### src/rtl/core_pkg.sv
// Shared types and widths for the fetch stage.
package core_pkg;

  localparam int unsigned XLEN    = 32;
  localparam int unsigned INSTR_W = 32;

  typedef enum logic [1:0] {
    REQ  = 2'd0,
    WAIT = 2'd1,
    HOLD = 2'd2
  } fetch_state_e;

  typedef struct packed {
    logic [INSTR_W-1:0] instr;
    logic [XLEN-1:0]    pc;
  } fetch_pkt_t;

  // Word-align a byte address by clearing the low two bits.
  function automatic logic [XLEN-1:0] word_align(input logic [XLEN-1:0] addr);
    return addr & ~XLEN'(32'h3);
  endfunction

endpackage

### src/rtl/fetch_skid_buf.sv
// One-entry fetch packet buffer; flush wins over push and pop.
module fetch_skid_buf
  import core_pkg::*;
(
  input  logic       clk,
  input  logic       rst,
  input  logic       push,
  input  logic       pop,
  input  logic       flush,
  input  fetch_pkt_t data_in,
  output fetch_pkt_t data_out,
  output logic       full
);

  always_ff @(posedge clk or posedge rst) begin
    if (rst) begin
      full     <= 1'b0;
      data_out <= '0;
    end else if (flush) begin
      full     <= 1'b0;
    end else if (push) begin
      full     <= 1'b1;
      data_out <= data_in;
    end else if (pop) begin
      full     <= 1'b0;
    end
  end

endmodule

### src/rtl/fetch_ctrl.sv
// Fetch-stage controller: PC ownership, single-outstanding imem request, skid-buffered handoff to decode.
module fetch_ctrl
  import core_pkg::*;
#(
  parameter logic [XLEN-1:0] RESET_PC = 32'h0000_0000
) (
  input  logic               clk,
  input  logic               rst,
  output logic               imem_req_o,
  output logic [XLEN-1:0]    imem_addr_o,
  input  logic               imem_gnt_i,
  input  logic               imem_rvalid_i,
  input  logic [INSTR_W-1:0] imem_rdata_i,
  input  logic               stall_i,
  input  logic               redirect_i,
  input  logic [XLEN-1:0]    redirect_pc_i,
  output logic               instr_valid_o,
  output logic [INSTR_W-1:0] instr_o,
  output logic [XLEN-1:0]    pc_o
);

  fetch_state_e    state_q, state_d;
  logic [XLEN-1:0] pc_q, pc_d;
  logic [XLEN-1:0] req_pc_q, req_pc_d;
  logic            squash_q, squash_d;
  fetch_pkt_t      out_q, out_d;
  logic            valid_q, valid_d;
  logic            req_q, req_d;
  logic [XLEN-1:0] addr_q, addr_d;

  logic            skid_push, skid_pop, skid_flush, skid_full;
  fetch_pkt_t      skid_pkt, resp_pkt;
  logic            consume, granted;

  assign consume  = valid_q && !stall_i;
  assign granted  = req_q && imem_gnt_i;
  assign resp_pkt = '{instr: imem_rdata_i, pc: req_pc_q};

  fetch_skid_buf u_skid (
    .clk      (clk),
    .rst      (rst),
    .push     (skid_push),
    .pop      (skid_pop),
    .flush    (skid_flush),
    .data_in  (resp_pkt),
    .data_out (skid_pkt),
    .full     (skid_full)
  );

  always_ff @(posedge clk or posedge rst) begin
    if (rst) state_q <= REQ;
    else     state_q <= state_d;
  end

  // Next state plus all datapath next values; redirect overrides stall and normal sequencing.
  always_comb begin
    state_d    = state_q;
    pc_d       = pc_q;
    req_pc_d   = req_pc_q;
    squash_d   = squash_q;
    out_d      = out_q;
    valid_d    = valid_q;
    skid_push  = 1'b0;
    skid_pop   = 1'b0;
    skid_flush = 1'b0;

    if (redirect_i) begin
      pc_d       = word_align(redirect_pc_i);
      valid_d    = 1'b0;
      skid_flush = 1'b1;
      unique case (state_q)
        REQ: begin
          if (granted) begin
            squash_d = 1'b1;
            state_d  = WAIT;
          end
        end
        WAIT: begin
          if (imem_rvalid_i) begin
            squash_d = 1'b0;
            state_d  = REQ;
          end else begin
            squash_d = 1'b1;
          end
        end
        HOLD:    state_d = REQ;
        default: state_d = REQ;
      endcase
    end else begin
      // Decode took the current word: refill from skid or go empty.
      if (consume) begin
        if (skid_full) begin
          out_d    = skid_pkt;
          skid_pop = 1'b1;
        end else begin
          valid_d = 1'b0;
        end
      end

      unique case (state_q)
        REQ: begin
          if (granted) begin
            pc_d     = pc_q + XLEN'(4);
            req_pc_d = pc_q;
            state_d  = WAIT;
          end
        end
        WAIT: begin
          if (imem_rvalid_i) begin
            if (squash_q) begin
              squash_d = 1'b0;
              state_d  = REQ;
            end else if ((!valid_q || consume) && !skid_full) begin
              out_d   = resp_pkt;
              valid_d = 1'b1;
              state_d = REQ;
            end else begin
              skid_push = 1'b1;
              state_d   = HOLD;
            end
          end
        end
        HOLD: begin
          if (!skid_full) state_d = REQ;
        end
        default: state_d = REQ;
      endcase
    end
  end

  assign req_d  = (state_d == REQ);
  assign addr_d = pc_d;

  always_ff @(posedge clk or posedge rst) begin
    if (rst) begin
      pc_q     <= RESET_PC;
      req_pc_q <= RESET_PC;
      squash_q <= 1'b0;
      out_q    <= '0;
      valid_q  <= 1'b0;
      req_q    <= 1'b0;
      addr_q   <= RESET_PC;
    end else begin
      pc_q     <= pc_d;
      req_pc_q <= req_pc_d;
      squash_q <= squash_d;
      out_q    <= out_d;
      valid_q  <= valid_d;
      req_q    <= req_d;
      addr_q   <= addr_d;
    end
  end

  assign imem_req_o    = req_q;
  assign imem_addr_o   = addr_q;
  assign instr_valid_o = valid_q;
  assign instr_o       = out_q.instr;
  assign pc_o          = out_q.pc;

endmodule

### config.mk
export PLATFORM = sky130hd
export DESIGN_NAME = fetch_ctrl
export DESIGN_NICKNAME = d
export VERILOG_FILES = /design/src/rtl/core_pkg.sv /design/src/rtl/fetch_skid_buf.sv /design/src/rtl/fetch_ctrl.sv
export SDC_FILE = /design/constraint.sdc
export NUM_CORES = 1
export LEC_CHECK = 0
export CORE_AREA = 5 5 156 128
export CTS_CLUSTER_DIAMETER = 100
export DETAILED_ROUTE_END_ITERATION = 16
export DIE_AREA = 0 0 161 133
export PLACE_DENSITY = 0.83
export SYNTH_ARGS = -nofsm -noshare
export SYNTH_HDL_FRONTEND = slang
export SYNTH_HIERARCHICAL = 1
export SYNTH_SLANG_ARGS = --single-unit
export TNS_END_PERCENT = 10
### constraint.sdc
create_clock -name clk -period 4.7 [get_ports clk]
set_input_delay 0.94 -clock clk [delete_from_list [all_inputs] [get_ports clk]]
set_output_delay 0.94 -clock clk [all_outputs]
set_load 0.005 [all_outputs]
==> results of run 1 <==
## sequential cells by signal, indices dropped and copies added (netlist names)
name / cells
state_q: 2
u_skid/data_out: 64
pc_o: 32
imem_addr_o: 30
u_skid/full: 1
req_pc_q: 30
squash_q: 1
imem_req_o: 1
instr_o: 32
instr_valid_o: 1
## final cells by class
cell class                 instances  area [sq um]
fill                            1491          7547
sequential                       194          4855
multi-input combinational        417          3163
timing repair buffer             176          1749
clock buffer                      18         439.2
tap                              235         294.0
inverter                          74         282.8
clock inverter                    13         137.6
## worst paths after layout
path                                       from                         endpoint  cells after the start
hold / removal             squash_q$_DFFE_PP0P_             squash_q$_DFFE_PP0P_                      1
min in group asynchronous                   rst  u_skid/data_out[44]$_DFFE_PP0P_                      2
setup reg to reg           state_q[1]$_DFF_PP0_      imem_addr_o[27]$_DFFE_PP0P_                      4
max in group asynchronous                   rst          u_skid/full$_DFFE_PP0P_                      3
setup / recovery                     imem_gnt_i      imem_addr_o[27]$_DFFE_PP0P_                      5
hold reg to reg            squash_q$_DFFE_PP0P_             squash_q$_DFFE_PP0P_                      1
## metal layers
metal | up-vias | part of all wire [%] | global-route usage (%)
met3 | 22 | 6.9 | 6.229
met5 | - | 0.060 | 0
li1 | 2886 | - | -
met1 | 3152 | 45 | 28.73
met2 | 231 | 47 | 32.12
met4 | 2 | 0.95 | 4.500
## placed cells by master, fill, tap and decap left out, types with 8 or more instances in the layout
cell type        count
o22ai_1             62
buf_4               11
clkdlybuf4s50_1    162
nand3_1             12
or4_1                9
nand4_1              8
xnor2_1              8
nand2_1             42
o21ai_0             17
dfrtp_1            194
clkbuf_16           17
mux2_2              35
a31oi_1              9
a21oi_1             70
nor2_1              19
inv_1               71
mux2_4              60
## worst max-delay path, delay by kind of cell
kind / cells / cell delay (ns)
compound gates: 1 / 0.18
buf+inv: 1 / 0.51
simple gates: 3 / 2.00
## cells in the mapped netlist, types with 9 or more instances
cell	n	area share [%]
a21oi_1	70	4.1
a31oi_1	9	0.65
clkbuf_1	26	1.1
dfrtp_1	194	56
inv_1	73	3.2
mux2_2	35	4.6
mux2_4	60	10
nand2_1	42	1.8
nand3_1	12	0.70
nor2_1	20	0.87
o21ai_0	17	0.99
o22ai_1	62	4.5
or4_1	9	0.79
## per-stage QoR
| stage | instance area, sq um | util (%) | power, mW | std cells |
|---|---|---|---|---|
| after detailed placement | 10340 | 56.01 | 3.772 | 1096 |
| final | 10920 | 59.13 | 5.171 | 1127 |
| after CTS | 10920 | 59.13 | 5.213 | 1127 |
| after floorplan | 8615 | - | 2.913 | 730 |
| after global placement | 10340 | 56.01 | 3.714 | 1096 |
| after global routing | 10920 | 59.13 | 5.452 | 1127 |
## power breakdown
group,switching (mW),internal (mW)
Clock,0.673,0.762
Sequential,0.321,2.11
Combinational,0.484,0.822
Total,1.48,3.69
## kinds of logic (layout without fill, tap and decap cells)
family | after synthesis | count (layout)
compound gates | 177 | 177
xor+xnor | 10 | 10
fa+ha+maj | 1 | 1
buf+inv | 119 | 281
flops | 194 | 194
mux | 98 | 98
other cells | 1 | 4
simple gates | 127 | 127
==> results by group, run 1 <==
Global routing
  • Initial antenna violation count: 1
  • Vias in the first global route: 6,406
  • Total gr overflow: 0
  • Maximum number of pins on one net before global-route repair: about 100
  • First-pass GRT wire length: 35.17 mm
  • Total GRT Usage: 20.59%

Synth
  • Adder-cell area share of the yosys netlist: less than 1%
  • Mux share of post-synthesis cell area: 15.40%
  • Main combinational cell family by area after synthesis: multiplexers
  • Mean post-synth cell area: between 10 and 15 sq um
  • Ys async rst share: 100.0%
  • Simple-gate share of the synthesized area: 7.941%
  • EDFF count, synth: 0
  • Post-synthesis xor/xnor area fraction: 1.018%
  • Synth Register Bits: 194
  • Mapped Area: 0.008603 sq mm
  • Register area share after synthesis: 56.43%
  • Yosys cell types: 55
  • Post-synth top flop: dfrtp_1
  • Synth Warn #: 6
  • Compound-Gate Fraction of Synth Area: 12.04%
  • Cell count after synthesis: 727

CTS
  • Clock Pin Slew Worst Setup and Hold Paths: 0.07 ns
  • H-tree levels: 4
  • Post-CTS Setup Inserts: 0
  • CTS tree: built
  • Cts bufs inserted: 17
  • Clk root buf: clkbuf_16
  • Hold-fix buffers, CTS: 0
  • Clk sinks: approximately 190
  • Clk_lat worst skew: 0.43 ns
  • Post-cts sizing count: 0
  • Worst-case clock buffer depth: 2

Die
  • Initial Util: 46.59%
  • Die H: 133 um
  • Rows: 45
  • Core area: between 0.015 and 0.02 sq mm
  • Die area: 0.02141 sq mm
  • Ports: 168
  • Die width: 161 um

Power and ir drop
  • LEAKAGE: around 5 nW
  • Pwr Density: between 400 and 500 mW/mm^2
  • Worst vdd rail ir drop: 0.3203 mV

Timing
  • Final hold slack: 0.5096 ns
  • Slew HR: 31.31%
  • Final period utilization: 70.24%
  • Final setup viols: 0
  • Highest clock rate: 302.9 MHz
  • Final hold viol count: 0
  • Worst slew pin tran: 1.021 ns
  • Clk_skew: 0.01275 ns
  • RSZ-0062 raised after global routing: no
  • Post-route minimum period: about 3.3 ns
  • Total Neg Setup Slack: 0 ns
  • Slew Viols, Final: 0
  • Setup slack after layout: 1.399 ns

Outcome
  • Outcome: completed

Route
  • Wire length per cell: approximately 19 um
  • DR pass1 iterations: 5
  • Antenna-violating nets left: 0
  • Residual DRC: 0
  • Vias per cell: 5.584
  • Vias: 6,293
  • Final WL: 21.76 mm
  • DR iter-0 viols: 524

Cells and area
  • NumNets Final: around 950
  • # diodes: 0
  • Share of layout cells above drive strength 1: 17.04%
  • P&R area growth vs syn: 26.93%

Worst setup path
  • Critical-path cell list: clkdlybuf4s50_1 > nand4bb_1 > or4_1 > or4_1 > a31oi_1
  • CP max-delay cell: or4_1
  • WP data arrival: 3.64 ns
  • Slowest Stage Delay on Critical Path: ~0.96 ns
  • CP dominant cell by count: or4_1
  • Required time worst endpoint: between 5 and 6 ns
  • Critical Path Start Type: input pin
  • Setup Crit Path Kind: input pin to register
  • Crit. End Element: register
  • Critical path fanouts, max: 17
  • FF-to-FF setup slack: 1.87 ns

Hold path
  • Hold Path Class: register to register

Placement
  • RD Place Congestion: between 0.8 and 0.9
  • Port bufs: roughly 160
  • HPWL Detailed: ~15 mm
  • Placement Setup Slack: 1.018 ns

Flow run
  • Max Cap Violations: 0
Power figures use the tool's default switching activity.
==> run 2, diff against run 1 <==
--- a/config.mk
+++ b/config.mk
@@ -5,11 +5,11 @@
 export SDC_FILE = /design/constraint.sdc
 export NUM_CORES = 1
 export LEC_CHECK = 0
-export CORE_AREA = 5 5 156 128
+export CORE_AREA = 5 5 158 130
 export CTS_CLUSTER_DIAMETER = 100
 export DETAILED_ROUTE_END_ITERATION = 16
-export DIE_AREA = 0 0 161 133
-export PLACE_DENSITY = 0.83
+export DIE_AREA = 0 0 163 135
+export PLACE_DENSITY = 0.84
 export SYNTH_ARGS = -nofsm -noshare
 export SYNTH_HDL_FRONTEND = slang
 export SYNTH_HIERARCHICAL = 1
==> constraint.sdc (replaced) <==
create_clock -name clk -period 2.71 [get_ports clk]
set_input_delay 0.542 -clock clk [delete_from_list [all_inputs] [get_ports clk]]
set_output_delay 0.542 -clock clk [all_outputs]
set_load 0.005 [all_outputs]
==> results by group, run 2 (synthesized netlist as in run 1, its figures left out) <==
Cells and area
  • Share of layout cells above drive strength 1: between 10% and 20%
  • Most common cell after layout, fill and taps aside: dfrtp_1
  • NumNets Final: 968
  • Biggest register: u_skid/data_out
  • Post-layout instance area: 0.01117 sq mm
  • # diodes: 0
  • Max reg flops: 64
  • P&R area growth vs syn: 29.81%
  • Most frequent cells in the layout: dfrtp_1, clkdlybuf4s50_1, inv_1, a21oi_1, o22ai_1

CTS
  • CTS tree: built
  • Cts bufs inserted: 17
  • Hold-fix buffers, CTS: 0
  • Clk root buf: clkbuf_16
  • Clk_lat worst skew: between 0.4 and 0.5 ns
  • Post-CTS Setup Inserts: 0
  • Worst-case clock buffer depth: 2
  • Clock Pin Slew Worst Setup and Hold Paths: ~0.070 ns
  • Post-cts sizing count: 0
  • H-tree levels: 4
  • Clk sinks: 194

Die
  • Core area: between 0.015 and 0.02 sq mm
  • Die area: around 0.022 sq mm
  • Rows: 45
  • Die width: 163 um
  • Ports: 168
  • Initial Util: 46.02%
  • Die H: 135 um

Outcome
  • Outcome: completed

Worst setup path
  • FF-to-FF setup slack: 0.44 ns
  • Critical path fanouts, max: 32
  • Reg2reg path depth: 5
  • Crit. End Element: register
  • Setup Crit Path Kind: input pin to register
  • WP data arrival: approximately 2.6 ns
  • Slowest Stage Delay on Critical Path: between 0.5 and 0.6 ns
  • Reg2reg end: imem_addr_o[25]$_DFFE_PP0P_
  • Worst r2r src: imem_addr_o[4]$_DFFE_PP0P_
  • CP max-delay cell: clkdlybuf4s50_1
  • Required time worst endpoint: a little over 3 ns
  • Critical-path cell list: clkdlybuf4s50_1 > nor4bb_1 > nand2_1 > nor2_1 > nor2b_4 > buf_12 > mux2_2
  • Critical Path Start Type: input pin

Timing
  • Highest clock rate: 432.7 MHz
  • Final setup viols: 0
  • Slew HR: 63.76%
  • RSZ-0062 raised after global routing: no
  • Slew Viols, Final: 0
  • Worst slew pin tran: 0.5429 ns
  • Post-route minimum period: around 2.3 ns
  • Final period utilization: approximately 85%
  • Setup slack after layout: 0.3990 ns
  • Final hold slack: 0.4457 ns
  • Clk_skew: 0.01038 ns
  • Final hold viol count: 0

Global routing
  • Met2 Use GR: 30.92%
  • Initial antenna violation count: 0
  • Busiest grt layer: met2
  • Total GRT Usage: approximately a fifth
  • GR Layer Usage met3: 4.913%
  • Total gr overflow: 0
  • First-pass GRT wire length: 34.21 mm
  • Maximum number of pins on one net before global-route repair: 100
  • M1 GR Usage: 27.54%
  • Vias in the first global route: around 6,400

Route
  • Wire length per cell: ~18 um
  • Vias: 6,245
  • DR iter-0 viols: approximately 520
  • Vias per cell: about 5.3
  • Residual DRC: 0
  • DR pass1 iterations: 5
  • Final WL: approximately 21 mm
  • Antenna-violating nets left: 0

Hold path
  • Hold path depth: 2
  • Worst hold start: redirect_i
  • Hold Path Class: input pin to register
  • Worst Hold End: u_skid/full$_DFFE_PP0P_

Placement
  • HPWL Detailed: 14.55 mm
  • RD Place Congestion: 0.8173
  • Port bufs: 163
  • Area post-placement: 0.01059 sq mm
  • Placement Setup Slack: -0.03359 ns

Power and ir drop
  • Switching Power: approximately 2.6 mW
  • Clock share of power: 27.6%
  • Pwr Density: between 800 and 900 mW/mm^2
  • Switching part of the total: 28.59%
  • LEAKAGE: slightly above 5 nW
  • Worst vdd rail ir drop: 0.4767 mV
  • Sequential Power Share: 46.8%
  • Int Power: 6.416 mW
  • Gate power share: around 26%

Flow run
  • Max Cap Violations: 0
[run 2: cell type report]
type	count	area, sq um
clock buffers	18	429.2
clock inverters	14	147.6
fillers	1523	7525
inverters	74	281.5
multi-input cells	417	3168
flip-flops and latches	194	4855
well taps	258	322.8
repair buffers	193	1964
[run 2: routing by layer]
layer,wire (um),up-vias
met5,0,-
met3,1367,24
met4,293,0
met2,9952,199
met1,9658,3100
li1,-,2922
[run 2: how the worst max path moves through the flow]
stage                  startpoint                               to  slack [ns]  cells past startpoint
floorplan              redirect_i  u_skid/data_out[10]$_DFFE_PP0P_        0.43                      8
global placement    imem_rvalid_i  u_skid/data_out[22]$_DFFE_PP0P_        0.02                      7
detailed placement  imem_rvalid_i  u_skid/data_out[20]$_DFFE_PP0P_       -0.03                      7
CTS                 imem_rvalid_i  u_skid/data_out[22]$_DFFE_PP0P_        0.43                      7
global route        imem_rvalid_i  u_skid/data_out[22]$_DFFE_PP0P_        0.31                      7
finish              imem_rvalid_i  u_skid/data_out[20]$_DFFE_PP0P_        0.40                      7
[run 2: through the flow]
| stage | TNS, ns | utilization (%) | std cells | total power, mW |
|---|---|---|---|---|
| 3_5_place_dp | -0.1048 | 56.66 | 1136 | 6.577 |
| 5_1_grt | 0 | 59.75 | 1168 | 9.496 |
| 4_1_cts | 0 | 59.75 | 1168 | 9.085 |
| 2_1_floorplan | 0 | - | 730 | 5.052 |
| 6_report | 0 | 59.75 | 1168 | 8.985 |
| 3_3_place_gp | 0 | 56.66 | 1136 | 6.471 |
[run 2: power by group through the flow]
stage               logic [mW]  clock network [mW]  registers [mW]
finish                    2.30                2.48            4.21
global route              2.53                2.64            4.33
CTS                       2.34                2.54            4.21
detailed placement        2.33                   0            4.25
global placement          2.26                   0            4.21
floorplan                0.881                   0            4.17
[run 2: worst max-delay path, delay by kind of cell]
| family | cells | cell delay [ns] |
|---|---|---|
| simple gates | 4 | 0.88 |
| mux | 1 | 0.37 |
| buf+inv | 2 | 0.80 |
==> run 3, diff against run 2 <==
--- a/config.mk
+++ b/config.mk
@@ -9,6 +9,7 @@
 export CTS_CLUSTER_DIAMETER = 100
 export DETAILED_ROUTE_END_ITERATION = 16
 export DIE_AREA = 0 0 163 135
+export GPL_ROUTABILITY_DRIVEN = 0
 export PLACE_DENSITY = 0.84
 export SYNTH_ARGS = -nofsm -noshare
 export SYNTH_HDL_FRONTEND = slang
==> results of run 3 <==
Final layout, timing and power as in run 2 (identical DEF).
